===== src/rtl/mem_stage_access_unit_pkg.sv =====
// Shared definitions for the MEM-stage access unit.
//   memState_t  : access FSM encoding (IDLE=0, WAIT=1, DONE=2)
//   wbBundle_t  : one MEM/WB pipeline register entry
//   BUBBLE_WB   : value loaded into MEM/WB when no instruction retires
package mem_stage_access_unit_pkg;

   typedef enum logic [1:0] {
      IDLE = 2'd0,
      WAIT = 2'd1,
      DONE = 2'd2
   } memState_t;

   typedef struct packed {
      logic [31:0] instruction;
      logic        shouldWriteRegister;
      logic [4:0]  registerWriteAddress;
      logic [31:0] registerWriteData;
   } wbBundle_t;

   localparam wbBundle_t BUBBLE_WB = '0;

endpackage


===== src/rtl/mem_stage_access_unit_mem_wb_registers.sv =====
// Plain MEM/WB pipeline register.
// Ports:
//   clk, rst        clock, synchronous active-high reset (clears to bubble)
//   loadEnable      1: capture wbIn, 0: load a bubble
//   wbIn            bundle presented by the MEM stage
//   wb_*            registered MEM/WB outputs
module mem_wb_registers
   import mem_stage_access_unit_pkg::*;
(
   input  logic        clk,
   input  logic        rst,
   input  logic        loadEnable,
   input  wbBundle_t   wbIn,
   output logic [31:0] wb_instruction,
   output logic        wb_shouldWriteRegister,
   output logic [4:0]  wb_registerWriteAddress,
   output logic [31:0] wb_registerWriteData
);

   wbBundle_t wbReg;

   always_ff @(posedge clk) begin
      if (rst || !loadEnable) begin
         wbReg <= BUBBLE_WB;
      end else begin
         wbReg <= wbIn;
      end
   end

   assign wb_instruction          = wbReg.instruction;
   assign wb_shouldWriteRegister  = wbReg.shouldWriteRegister;
   assign wb_registerWriteAddress = wbReg.registerWriteAddress;
   assign wb_registerWriteData    = wbReg.registerWriteData;

endmodule


===== src/rtl/mem_stage_access_unit.sv =====
// MEM-stage access unit: consumes the EX/MEM bundle, performs a data-memory
// access over a req/ack handshake and loads the MEM/WB register.
// Ports:
//   clk, rst               clock, synchronous active-high reset
//   mem_*                  EX/MEM bundle (held by upstream while memStall=1)
//   dmemRequest/WriteEnable/Address/WriteData   request side, held until ack
//   dmemReadData/dmemAck   response side, ack is a one-cycle pulse
//   memStall               combinational stall to the upstream pipeline
//   memError               sticky access-timeout flag
//   wb_*                   MEM/WB register outputs
// Optional feature: define MEM_ACCESS_TIMEOUT_EN to abort a WAIT after
// TIMEOUT_CYCLES cycles without ack (captured data 0, memError set).
module mem_stage_access_unit
   import mem_stage_access_unit_pkg::*;
#(
   parameter int ADDR_WIDTH     = 10,
   parameter int TIMEOUT_CYCLES = 64
) (
   input  logic                  clk,
   input  logic                  rst,
   input  logic [31:0]           mem_instruction,
   input  logic                  mem_shouldWriteRegister,
   input  logic [4:0]            mem_registerWriteAddress,
   input  logic                  mem_shouldWriteMemoryElseAluOutputToRegister,
   input  logic [31:0]           mem_aluOutput,
   input  logic                  mem_shouldWriteMemory,
   input  logic [31:0]           mem_registerRtOrZero,
   output logic                  dmemRequest,
   output logic                  dmemWriteEnable,
   output logic [ADDR_WIDTH-1:0] dmemAddress,
   output logic [31:0]           dmemWriteData,
   input  logic [31:0]           dmemReadData,
   input  logic                  dmemAck,
   output logic                  memStall,
   output logic                  memError,
   output logic [31:0]           wb_instruction,
   output logic                  wb_shouldWriteRegister,
   output logic [4:0]            wb_registerWriteAddress,
   output logic [31:0]           wb_registerWriteData
);

   memState_t   state, stateNext;
   logic        access;
   logic        waitExpired;
   logic        wbLoad;
   logic [31:0] capturedData;
   wbBundle_t   wbNext;

   assign access = mem_shouldWriteMemory | mem_shouldWriteMemoryElseAluOutputToRegister;

`ifdef MEM_ACCESS_TIMEOUT_EN
   localparam int COUNT_W = $clog2(TIMEOUT_CYCLES + 1);
   logic [COUNT_W-1:0] waitCount;
   logic               memErrorReg;

   // waitCount holds the number of completed WAIT cycles, so the abort
   // fires during the TIMEOUT_CYCLES-th WAIT cycle.
   assign waitExpired = (state == WAIT) && (waitCount == COUNT_W'(TIMEOUT_CYCLES - 1));
   assign memError    = memErrorReg;

   always_ff @(posedge clk) begin
      if (rst) begin
         waitCount   <= '0;
         memErrorReg <= 1'b0;
      end else begin
         waitCount <= (state == WAIT) ? waitCount + 1'b1 : '0;
         if (waitExpired && !dmemAck) begin
            memErrorReg <= 1'b1;
         end
      end
   end
`else
   logic unusedTimeoutParam;
   assign unusedTimeoutParam = (TIMEOUT_CYCLES != 0);
   assign waitExpired        = 1'b0;
   assign memError           = 1'b0;
`endif

   // Next state, stall and MEM/WB source selection.
   always_comb begin
      stateNext = state;
      memStall  = 1'b0;
      wbLoad    = 1'b0;
      wbNext    = '{instruction:          mem_instruction,
                    shouldWriteRegister:  mem_shouldWriteRegister,
                    registerWriteAddress: mem_registerWriteAddress,
                    registerWriteData:    mem_aluOutput};
      case (state)
         IDLE: begin
            if (access) begin
               memStall  = 1'b1;
               stateNext = WAIT;
            end else begin
               wbLoad = 1'b1;
            end
         end
         WAIT: begin
            memStall = 1'b1;
            if (dmemAck || waitExpired) begin
               stateNext = DONE;
            end
         end
         DONE: begin
            // EX/MEM still holds the access instruction; it retires now.
            wbLoad    = 1'b1;
            stateNext = IDLE;
            if (mem_shouldWriteMemoryElseAluOutputToRegister) begin
               wbNext.registerWriteData = capturedData;
            end
         end
         default: stateNext = IDLE;
      endcase
   end

   // State register and request/response handshake.
   always_ff @(posedge clk) begin
      if (rst) begin
         state           <= IDLE;
         dmemRequest     <= 1'b0;
         dmemWriteEnable <= 1'b0;
         dmemAddress     <= '0;
         dmemWriteData   <= '0;
         capturedData    <= '0;
      end else begin
         state <= stateNext;
         case (state)
            IDLE: begin
               if (access) begin
                  dmemRequest     <= 1'b1;
                  dmemWriteEnable <= mem_shouldWriteMemory;
                  dmemAddress     <= mem_aluOutput[ADDR_WIDTH+1:2];
                  dmemWriteData   <= mem_registerRtOrZero;
               end
            end
            WAIT: begin
               if (dmemAck) begin
                  dmemRequest  <= 1'b0;
                  capturedData <= dmemReadData;
               end else if (waitExpired) begin
                  dmemRequest  <= 1'b0;
                  capturedData <= 32'h0;
               end
            end
            default: ;
         endcase
      end
   end

   mem_wb_registers uWbRegs (
      .clk                     (clk),
      .rst                     (rst),
      .loadEnable              (wbLoad),
      .wbIn                    (wbNext),
      .wb_instruction          (wb_instruction),
      .wb_shouldWriteRegister  (wb_shouldWriteRegister),
      .wb_registerWriteAddress (wb_registerWriteAddress),
      .wb_registerWriteData    (wb_registerWriteData)
   );

endmodule


===== config.mk =====
export PLATFORM = sky130hd
export DESIGN_NAME = mem_stage_access_unit
export DESIGN_NICKNAME = d
export VERILOG_FILES = /design/src/rtl/mem_stage_access_unit_pkg.sv /design/src/rtl/mem_stage_access_unit_mem_wb_registers.sv /design/src/rtl/mem_stage_access_unit.sv
export SDC_FILE = /design/constraint.sdc
export NUM_CORES = 1
export LEC_CHECK = 0
export CELL_PAD_IN_SITES_DETAIL_PLACEMENT = 1
export CELL_PAD_IN_SITES_GLOBAL_PLACEMENT = 1
export CORE_ASPECT_RATIO = 1.2
export CORE_UTILIZATION = 47
export DETAILED_ROUTE_END_ITERATION = 6
export DONT_BUFFER_PORTS = 1
export PLACE_DENSITY = 0.84
export SLEW_MARGIN = 40
export SYNTH_ARGS = -nofsm -noshare
export SYNTH_HDL_FRONTEND = slang
export SYNTH_SLANG_ARGS = --single-unit

===== constraint.sdc =====
create_clock -name clk -period 3.7 [get_ports clk]
set_input_delay 0.925 -clock clk [delete_from_list [all_inputs] [get_ports clk]]
set_output_delay 0.925 -clock clk [all_outputs]
set_load 0.02 [all_outputs]

==> flow_summary.yaml, run 1 <==
outcome:
  status: "complete, no violations"
sta:
  tightest_slew_ns: 0.6331
  rsz0062_at_grt: "false"
  relSlewSlack_pct: 57.69
  fin_setup_tns_ns: 0
  skew_ns: 0.007264
  whs_ns: 0.4544
  timing.final.ws_setup_ns: 1.238
  setup-violations-final: 0
  slew_viol_final: 0
  hold_viol: 0
  fin_crit_sh_pct: 66.55
  fin_crit_ns: 2.462
  max_freq_mhz: 406.1
synthesis:
  yosysTopAreaCell: "dfxtp_1"
  syn_nets: 716
  syn_area_um2: 5130
  synth_top_family_by_area: "simple AND/OR/NAND/NOR gates"
  synth_compound_area_share_pct: 15.54
  synth-simple-area-share_pct: 19.83
  avgSynthCellArea_um2: 8.891
  syn_inst: 577
  synth_seq_cells: 148
  synth.distinct_cells: 26
  synthTopCellsByArea: "dfxtp_1 58%, a21oi_1 10%, nand2_1 9.4%, and2_1 4.6%, nand3_1 4.1%"
  synth_top_area_share_pct: 57.76
  ys_seq_area_share_pct: 57.76
  muxShareOfSynthArea_pct: 0
  ys_warn_count: 0
  synth-xor-area-share_pct: 0
  synthAdderAreaFrac_pct: 0
floorplanning:
  start_util_pct: 48.54
  die_w_um: 97.37
  num_io_pins: 255
  dieArea_um2: 11340
  design.core.area_um2: 10570
  rows: 41
  dieHeight_um: 116.4
worst_setup_path:
  cp.required_ns: 2.77
  crit_path_start_kind: "input port"
  end_kind: "output port"
  crit_slowest_cell: "or2_2"
  crit_fanout: 3
  arrival_ns: 1.54
  crit_top_cell: "nor2_1"
  path_class: "input port to output port"
  path_cells: "or2_2, nor2_1, nor2_1"
  slowest_delay_ns: 0.30
placed_design:
  dp_hpwl_mm: 9.187
  portBuffers: 0
  gp_congestion: 0.7798
  dp_slack_ns: 1.231
clock_tree:
  cts.reportedPaths.clkPinSlew_ns: 0.06
  clk_latency_ns: 0.40
  root_buffer: "clkbuf_16"
  cts_max_path_buffers: 2
  cts-resized-gates: 0
  htree_num_levels: 4
  ctsHoldBuffers: 0
  numCtsBuffers: 17
  clock-sinks: 148
  tritoncts: "done"
  cts_setup_buffers: 0
global_route:
  grt_pass1_wl_mm: 20.87
  overflow: 0
  grt_antenna_before_repair: 0
  grt_max_degree: 80
  grt_pass1_vias: 4043
  track_usage_pct: 23.84
routing:
  routed_via_density: 5.742
  wl_per_cell_um: 20.16
  drc: 0
  drtAntennaViolNets: 0
  drtIter0Drc: 198
  drtPass1Iterations: 4
  vias: 3985
  wirelength_mm: 13.99
min_path:
  min-delay-path-class: "flip-flop to flip-flop"
power_and_ir_drop:
  p_leak_nw: 2.171
  irDropWorstVdd_mv: 0.3466
  cellPowerDensity_nw_per_um2: 664.8
job:
  cap_violations: 0
layout:
  nets: 691
  n_antenna_cell: 0
  num-fill-cells: 1209
  area_growth_pct: 10.12
  drive_above_1_share_pct: 8.850
==> worst max-delay path: cells and delay by family <==
kind             cells  cell delay, ns
and+or+nand+nor      3            0.62
==> where the power goes <==
| part | leakage [nW] | internal [W] | switching [W] |
|---|---|---|---|
| registers | 1.21 | 0.00167 | 0.000131 |
| logic | 0.665 | 0.0000741 | 0.000137 |
| clock network | 0.298 | 0.00106 | 0.000679 |
| total | 2.17 | 0.00281 | 0.000948 |
==> routing by layer <==
layer | wire, µm | global-route usage [%] | up-vias | part of all wire [%]
li1 | - | - | 1859 | -
met1 | 5281 | 25.08 | 1906 | 38
met2 | 7256 | 42.98 | 195 | 52
met3 | 1092 | 8.977 | 25 | 7.8
met4 | 363 | 10.20 | 0 | 2.6
met5 | 0 | 0 | - | 0
==> cells in the mapped netlist (all sizes together) <==
| master | n |
|---|---|
| or2 | 2 |
| conb | 1 |
| and3b | 2 |
| o21a | 1 |
| dfxtp | 148 |
| a2111oi | 1 |
| nand3b | 2 |
| o21ai | 44 |
| nor2 | 7 |
| inv | 1 |
| a22oi | 1 |
| a21oi | 107 |
| nand3 | 42 |
| and2 | 38 |
| clkbuf | 12 |
| buf | 39 |
| nand2 | 129 |
==> placed cells by master (no fill, tap or decap) <==
| master | Yosys | layout |
|---|---|---|
| dfxtp_1 | 148 | 148 |
| bufinv_16 | 0 | 2 |
| clkinvlp_4 | 0 | 1 |
| buf_16 | 0 | 1 |
| a21oi_1 | 107 | 107 |
| buf_4 | 5 | 6 |
| inv_1 | 1 | 1 |
| o21ai_2 | 3 | 4 |
| nand2_1 | 129 | 129 |
| inv_6 | 0 | 4 |
| o21a_2 | 0 | 1 |
| and2_1 | 38 | 38 |
| o21ai_1 | 38 | 37 |
| and3b_1 | 2 | 2 |
| o21ai_0 | 3 | 3 |
| or2_4 | 0 | 1 |
| clkbuf_16 | 0 | 17 |
| clkinv_2 | 0 | 1 |
| nand3b_1 | 1 | 1 |
| nand3b_4 | 0 | 1 |
| or2_2 | 1 | 1 |
| conb_1 | 1 | 1 |
| clkbuf_8 | 0 | 3 |
| clkinv_4 | 0 | 4 |
| a22oi_1 | 1 | 1 |
| nor2_1 | 5 | 5 |
| nor2_4 | 1 | 2 |
| a2111oi_2 | 1 | 1 |
| nand3_1 | 42 | 42 |
==> state kept, by name (all words and copies together), names as in the netlist <==
name	flops
capturedData	32
dmemAddress	10
dmemRequest	1
dmemWriteData	32
dmemWriteEnable	1
state	2
uWbRegs.wb_instruction	32
uWbRegs.wb_registerWriteAddress	5
uWbRegs.wb_registerWriteData	32
uWbRegs.wb_shouldWriteRegister	1
==> final cells by class <==
class                   count  area (µm²)  share of cell area (%)
flip-flops and latches    148        2963                   52.45
clock inverters            12       142.6                   2.525
clock buffers              20       466.7                   8.261
inverters                   1       3.754                 0.06645
repair buffers              7       72.57                   1.285
multi-input cells         377        1839                   32.56
well taps                 129       161.4                   2.857
==> kinds of logic (layout without fill, tap and decap cells) <==
logic type,after synthesis,after routing
and+or+nand+nor,222,222
other,1,1
AOI/OAI and AO/OA,154,154
DFF,148,148
buffers and inverters,52,40
==> metrics by stage <==
step / util (%) / cells / total power, W / cell area (µm²)
2_1_floorplan: - / 577 / 0.002017 / 5130
3_3_place_gp: 47.31 / 661 / 0.002027 / 5000
3_5_place_dp: 47.57 / 662 / 0.002051 / 5027
4_1_cts: 53.34 / 694 / 0.003793 / 5637
5_1_grt: 53.46 / 694 / 0.003894 / 5649
6_report: 53.46 / 694 / 0.003756 / 5649
==> final timing paths <==
kind,start,to,slack [ns],cells past startpoint
worst max-delay path,mem_shouldWriteMemory,memStall,1.24,3
worst min-delay path,capturedData[21],uWbRegs.wb_registerWriteData[21],0.45,2
worst max register to register,state[0],dmemWriteData[22],2.06,3
worst min register to register,capturedData[21],uWbRegs.wb_registerWriteData[21],0.45,2
Note: power is estimated with default switching activity, not from simulation.
==> run 2: changes to the inputs <==
Settings changed: CORE_UTILIZATION 47 to 44, PLACE_DENSITY 0.84 to 0.8.
Clock period 3.7 ns to 2.6 ns, I/O delays scaled along.
==> flow_summary.yaml, run 2 (same netlist as run 1, synthesis figures left out) <==
worst_setup_path:
  path_cells: "or2_2, nor2_1, nor2_1, buf_4"
  end_kind: "output port"
  crit_slowest_cell: "or2_2"
  path_class: "input port to output port"
  cp.required_ns: 1.95
  arrival_ns: 1.38
  crit_fanout: 3
  slowest_delay_ns: 0.29
  crit_top_cell: "nor2_1"
  crit_path_start_kind: "input port"
clock_tree:
  numCtsBuffers: 17
  clk_latency_ns: 0.41
  root_buffer: "clkbuf_16"
  htree_num_levels: 4
  cts-resized-gates: 0
  tritoncts: "done"
  cts_setup_buffers: 0
  clock-sinks: 148
  cts.reportedPaths.clkPinSlew_ns: 0.06
  ctsHoldBuffers: 0
  cts_max_path_buffers: 2
power_and_ir_drop:
  cellPowerDensity_nw_per_um2: 924.2
  p_leak_nw: 2.142
  irDropWorstVdd_mv: 0.3743
sta:
  rsz0062_at_grt: "false"
  fin_crit_sh_pct: 77.91
  fin_setup_tns_ns: 0
  hold_viol: 0
  timing.final.ws_setup_ns: 0.5744
  fin_crit_ns: 2.026
  whs_ns: 0.3089
  slew_viol_final: 0
  relSlewSlack_pct: 57.34
  setup-violations-final: 0
  tightest_slew_ns: 0.6384
  max_freq_mhz: 493.7
  skew_ns: 0.007402
global_route:
  use_met3_pct: 8.150
  met1_usage_pct: 23.86
  grt-busiest-layer: "met2"
  grt_antenna_before_repair: 2
  grt_pass1_wl_mm: 20.64
  track_usage_pct: 22.68
  met2_usage_pct: 39.51
  grt_pass1_vias: 4023
  grt_max_degree: 80
  overflow: 0
layout:
  area_growth_pct: 10.54
  multi_input_area_um2: 1834
  final_cell_mix: "148 x dfxtp_1, 129 x nand2_1, 107 x a21oi_1"
  layout.cells.non_filler: 727
  nets: 696
  layout.area.seq_um2: 2963
  stdcell_area_um2: 5670
  num-fill-cells: 1299
  drive_above_1_share_pct: 8.596
  layout_commonest_cell: "dfxtp_1"
floorplanning:
  die_w_um: 100.6
  rows: 42
  design.core.area_um2: 11190
  dieArea_um2: 12100
  num_io_pins: 255
  start_util_pct: 45.83
  dieHeight_um: 120.3
placed_design:
  dpl-instance-area_um2: 5076
  gp_congestion: 0.7923
  dp_slack_ns: 0.5844
  dp_hpwl_mm: 9.404
  portBuffers: 0
  dp_cells: 692
routing:
  wl_per_cell_um: 18.75
  routed_via_density: 5.389
  drc: 0
  vias: 3918
  drtIter0Drc: 179
  drtPass1Iterations: 4
  drtAntennaViolNets: 0
  wirelength_mm: 13.63
min_path:
  min-delay-path-class: "input port to flip-flop"
job:
  cap_violations: 0
outcome:
  status: "complete, no violations"
-- run 2: worst max-delay path: cells and delay by family --
family / cells / cell delay [ns]
and+or+nand+nor: 3 / 0.55
buffers and inverters: 1 / 0.18
-- run 2: per-layer routing --
layer / share of wire (%) / vias up
li1: - / 1869
met1: 38 / 1837
met2: 51 / 188
met3: 8.3 / 24
met4: 2.7 / 0
met5: 0 / -
-- run 2: per-stage QoR --
step                      power (W)  utilization [%]
after floorplan            0.002870                -
after global placement     0.002894            45.35
after detailed placement   0.002915            45.35
after CTS                  0.005298            50.53
after global routing       0.005445            50.61
final                      0.005241            50.66
-- run 2: path summary, 6_finish.rpt --
check	start	end	slack, ns	cells after the start
setup / recovery	mem_shouldWriteMemory	memStall	0.57	4
setup reg to reg	state[1]	dmemWriteData[21]	0.98	4
hold / removal	rst	capturedData[0]	0.31	1
hold reg to reg	capturedData[23]	capturedData[23]	0.45	2
-- run 2: layout make-up --
cell class	count	area share (%)
Antenna cell	3	0.1324
Clock buffer	22	8.010
Clock inverter	10	2.207
Inverter	1	0.06620
Multi-Input combinational cell	377	32.35
Sequential cell	148	52.25
Tap cell	154	3.398
Timing Repair Buffer	12	1.589
-- run 2: report_power, final --
group	switching (W)	internal [W]
combinational	0.000190	0.000103
clock	0.000931	0.00145
sequential	0.000186	0.00238
==> run 3: changes to the inputs <==
Settings changed: CORE_UTILIZATION 44 to 39, PLACE_DENSITY 0.8 to 0.75.
Clock period 2.6 ns to 1.65 ns, I/O delays scaled along.
==> flow_summary.yaml, run 3 (same netlist as run 1, synthesis figures left out) <==
global_route:
  grt_pass1_vias: 4337
  grt_pass1_wl_mm: 22.10
  overflow: 0
  grt_max_degree: 80
  met2_usage_pct: 38.52
  met1_usage_pct: 21.94
  grt_antenna_before_repair: 0
  track_usage_pct: 21.56
  grt-busiest-layer: "met2"
  use_met3_pct: 8.571
floorplanning:
  dieHeight_um: 127.6
  rows: 45
  design.core.area_um2: 12720
  num_io_pins: 255
  die_w_um: 106.7
  start_util_pct: 40.31
  dieArea_um2: 13620
sta:
  timing.final.ws_setup_ns: 0.06903
  max_freq_mhz: 632.5
  fin_crit_ns: 1.581
  fin_setup_tns_ns: 0
  slew_viol_final: 0
  rsz0062_at_grt: "false"
  skew_ns: 0.004672
  hold_viol: 0
  setup-violations-final: 0
  fin_crit_sh_pct: 95.82
worst_setup_path:
  r2r-end: "uWbRegs.wb_registerWriteData[27]"
  path_cells: "buf_4, nor2_4, buf_6"
  path_class: "flip-flop to output port"
  crit_path_start_kind: "flip-flop"
  cp_top_family: "flip-flops"
  arrival_ns: 1.17
  end_kind: "output port"
  cp.required_ns: 1.24
  slowest_delay_ns: 0.34
  reg2reg_slack_ns: 0.32
  ff2ff_path_depth: 4
  reg2reg_from: "state[0]"
  crit_slowest_cell: "dfxtp_2"
  worst-path-buf-inv: 2
  crit_fanout: 6
  cp.depth: 3
placed_design:
  dp_slack_ns: 0.1693
  portBuffers: 0
  gp_congestion: 0.7909
  dpl-instance-area_um2: 5174
  dp_hpwl_mm: 9.684
routing:
  wl_per_cell_um: 19.51
  drc: 0
  drtPass1Iterations: 4
  wirelength_mm: 14.38
  vias: 4005
  drtAntennaViolNets: 0
  drtIter0Drc: 167
  routed_via_density: 5.434
min_path:
  holdPathEnd: "dmemWriteData[14]"
  hp-start: "rst"
  worstHoldPathCells: 1
  min-delay-path-class: "input port to flip-flop"
clock_tree:
  clk_latency_ns: 0.42
  tritoncts: "done"
  cts_setup_buffers: 0
  cts_max_path_buffers: 2
  clock-sinks: 148
  htree_num_levels: 4
  cts.reportedPaths.clkPinSlew_ns: 0.06
  root_buffer: "clkbuf_16"
  numCtsBuffers: 17
  cts-resized-gates: 4
  ctsHoldBuffers: 0
layout:
  n_antenna_cell: 0
  layout_commonest_cell: "dfxtp_1"
  stdcell_area_um2: 5803
  drive_above_1_share_pct: 10.30
  area_growth_pct: 13.12
  nets: 699
  final_cell_mix: "146 x dfxtp_1, 129 x nand2_1, 107 x a21oi_1"
power_and_ir_drop:
  p_leak_nw: 2.214
  cellPowerDensity_nw_per_um2: 1465
  irDropWorstVdd_mv: 0.8204
outcome:
  status: "complete, no violations"
job:
  cap_violations: 0
==> run 3: cell count changes in the layout (fill, tap and decap cells not counted), moves of 2 or more <==
cell      delta
buf_4        -3
diode_2      -3
buf_12       +5
dfxtp_1      -2
nor2_1       -2
clkinv_2     +3
clkbuf_1     -3
==> run 3: area by class of cell <==
class	count	area, µm²
fillers	1468	6922
flip-flops and latches	148	2968
multi-input cells	377	1837
clock buffers	20	456.7
well taps	164	205.2
repair buffers	15	178.9
clock inverters	12	153.9
inverters	1	3.754
==> run 3: per-layer routing <==
metal  vias up  share of wire [%]
met2       190                 51
met1      1915                 38
met3        27                8.4
met4         0                2.6
met5         -                  0
li1       1873                  -
==> run 3: metrics by stage <==
stage | utilization, % | total power [W] | hold WS, ns | instances
CTS | 45.52 | 0.008600 | 0.04981 | 737
detailed placement | 40.66 | 0.004631 | 0.4427 | 705
global placement | 40.66 | 0.004593 | 0.4359 | 705
finish | 45.60 | 0.008502 | 0.06214 | 737
global route | 45.60 | 0.008839 | 0.03820 | 737
floorplan | - | 0.004522 | 0.4321 | 577
==> run 3: worst max path at each step <==
stage,slack (ns),start,end
after floorplan,0.14,mem_shouldWriteMemory,memStall
after global placement,0.19,mem_shouldWriteMemory,memStall
after detailed placement,0.17,mem_shouldWriteMemory,memStall
after CTS,0.02,state[1],memStall
after global routing,0.02,state[1],memStall
final,0.07,state[1],memStall
==> run 3: report_power, final <==
part	internal (W)	switching, W	leakage [nW]
sequential	0.00376	0.000288	1.21
combinational	0.000192	0.000314	0.712
clock	0.00246	0.00149	0.292
==> RTL edit, RTL diff (config.mk and constraints of run 3) <==
Encoding of `memState_t`: now one-hot (3 bits for 3 states).
--- a/src/rtl/mem_stage_access_unit_pkg.sv
+++ b/src/rtl/mem_stage_access_unit_pkg.sv
@@ -6,6 +6,6 @@
 
-   typedef enum logic [1:0] {
-      IDLE = 2'd0,
-      WAIT = 2'd1,
-      DONE = 2'd2
+   typedef enum logic [2:0] {
+      IDLE = 3'b001,
+      WAIT = 3'b010,
+      DONE = 3'b100
    } memState_t;
Formal check against the unedited RTL: no difference found for any inputs over 4 cycles, from zero or initial values and one cycle with rst high; so few cycles prove little.
==> RTL edit against run 3 <==
- the run now ends with setup timing left
- synthesized area rose by 5.5%
- non-clock buffer count up 2
- final area grew 5.7%
- total power is 1.5% lower
- worst setup slack worse by 0.13 ns
- largest power group unchanged
- critical path depth unchanged
- clock skew rose by 0.0030 ns
- via count fell by 6.6%
- routed wire length is 10% lower
- sequential cell count up 1
==> RTL edit: results <==
<?xml version="1.0" encoding="UTF-8"?>
<metrics>
  <group name="global_route">
    <metric name="pin_count_of_the_biggest_net_entering_global_routing" unit="">123</metric>
    <metric name="track_usage" unit="%">17.80</metric>
    <metric name="grt_first_pass_wirelength" unit="mm">19.23</metric>
    <metric name="via_count_of_the_first_global_routing_pass" unit="">3753</metric>
  </group>
  <group name="timing">
    <metric name="timing.setup.tns" unit="ns">-0.06413</metric>
    <metric name="setup_ws" unit="ns">-0.06413</metric>
    <metric name="count_of_final_setup_violators" unit="">1</metric>
    <metric name="skew" unit="ns">0.007721</metric>
  </group>
  <group name="outcome">
    <metric name="violations" unit="">setup timing</metric>
    <metric name="status" unit="">finished with violations</metric>
  </group>
  <group name="logic_synthesis">
    <metric name="synth_seq_area_share" unit="%">55.12</metric>
    <metric name="synth_area_leaders" unit="">sky130_fd_sc_hd__dfxtp_1 55%, sky130_fd_sc_hd__nand2b_1 9.8%, sky130_fd_sc_hd__nand2_1 9.0%, sky130_fd_sc_hd__mux2i_1 7.8%, sky130_fd_sc_hd__a21oi_1 6.2%</metric>
    <metric name="synth_cell_type_count" unit="">27</metric>
    <metric name="postSynthAreaPerCell" unit="µm²">9.477</metric>
    <metric name="number_of_nets_in_the_synthesized_netlist" unit="">710</metric>
    <metric name="synthTopCellsByCount" unit="">149 x sky130_fd_sc_hd__dfxtp_1, 130 x sky130_fd_sc_hd__nand2_1, 85 x sky130_fd_sc_hd__nand2b_1</metric>
  </group>
  <group name="pwr">
    <metric name="p_leak" unit="nW">2.407</metric>
    <metric name="power.ir.vdd_worst" unit="mV">0.7214</metric>
  </group>
  <group name="routing">
    <metric name="drt-total-wl" unit="mm">12.94</metric>
    <metric name="route.detailed.vias_per_inst" unit="">5.012</metric>
    <metric name="drt-initial-drc-count" unit="">87</metric>
  </group>
  <group name="final_layout">
    <metric name="drive_gt1_share" unit="%">10.38</metric>
    <metric name="layout.filler_cells" unit="">1519</metric>
  </group>
  <group name="critical_path">
    <metric name="crit_path_max_fanout" unit="">5</metric>
    <metric name="timing.critical_path.arrival" unit="ns">1.30</metric>
  </group>
  <group name="placement">
    <metric name="detailed_place.area" unit="µm²">5503</metric>
    <metric name="hpwl" unit="mm">9.346</metric>
  </group>
</metrics>
## RTL edit: cell types whose count changed in the layout (fill, tap and decap cells not counted), sizes merged, moves of 6 or more
cell,before,now
a21oi,107,67
inv,2,8
mux2i,0,42
nand2b,0,85
nand3,42,0
o21ai,44,2
## RTL edit: path summary, 6_finish.rpt
| path | from | endpoint | depth (start not counted) |
|---|---|---|---|
| setup / recovery | state[0] | memStall | 3 |
| hold / removal | rst | capturedData[2] | 1 |
| setup reg to reg | state[1] | dmemWriteData[7] | 6 |
| hold reg to reg | capturedData[19] | capturedData[19] | 2 |
## RTL edit: cells by family after synthesis
kind of cell    after synthesis  synth area share (%)
simple gates                264                 25.13
flops                       149                 55.12
buf+inv                      42                 4.925
mux                          42                 7.769
other cells                   1               0.06930
compound gates               73                 6.982
## RTL edit: per-stage QoR
stage | worst slack [ns] | util, % | hold WS [ns]
after floorplan | 0.08813 | - | 0.4321
after global placement | 0.1865 | 41.21 | 0.4374
after detailed placement | 0.1382 | 41.21 | 0.4408
after CTS | -0.09369 | 45.88 | 0.04185
after global routing | -0.1213 | 45.95 | 0.08449
final | -0.06413 | 45.95 | 0.1021
## RTL edit: layout make-up
class / instances / area share [%]
Clock buffer: 17 / 6.933
Multi-Input combinational cell: 380 / 35.54
Clock inverter: 15 / 2.651
Tap cell: 168 / 3.426
Timing Repair Buffer: 17 / 2.692
Sequential cell: 149 / 48.76
## RTL edit: worst max-delay path: stages (launching register included)
cell	delay, ns
sky130_fd_sc_hd__dfxtp_4	0.36
sky130_fd_sc_hd__nor3b_4	0.15
sky130_fd_sc_hd__o21a_2	0.12
sky130_fd_sc_hd__or2_4	0.27
## RTL edit: power by group through the flow
stage               Combinational [mW]  Clock (mW)  Sequential (mW)
finish                           0.525        3.74             4.11
global route                     0.581        4.01             4.14
CTS                              0.530        3.87             4.12
detailed placement               0.509           0             4.20
global placement                 0.483           0             4.19
floorplan                        0.504           0             4.15
## RTL edit: timing repair
action / 4_1_cts / 5_1_grt
pin swaps: 1 / 1
gates cloned: 0 / 0
endpoints found under the setup margin: 1 / 1
resized for setup: 7 / 1
buffers inserted: 2 / 1
endpoints found under the hold margin: 0 / 0
## RTL edit: layer usage
metal  vias to the layer above  part of all wire (%)  global-route usage [%]
met5                         -                     0                       0
met4                         0                   2.2                   7.686
met3                        23                   8.9                   7.639
met2                       157                    51                   30.85
met1                      1754                    37                   18.74
li1                       1805                     -                       -
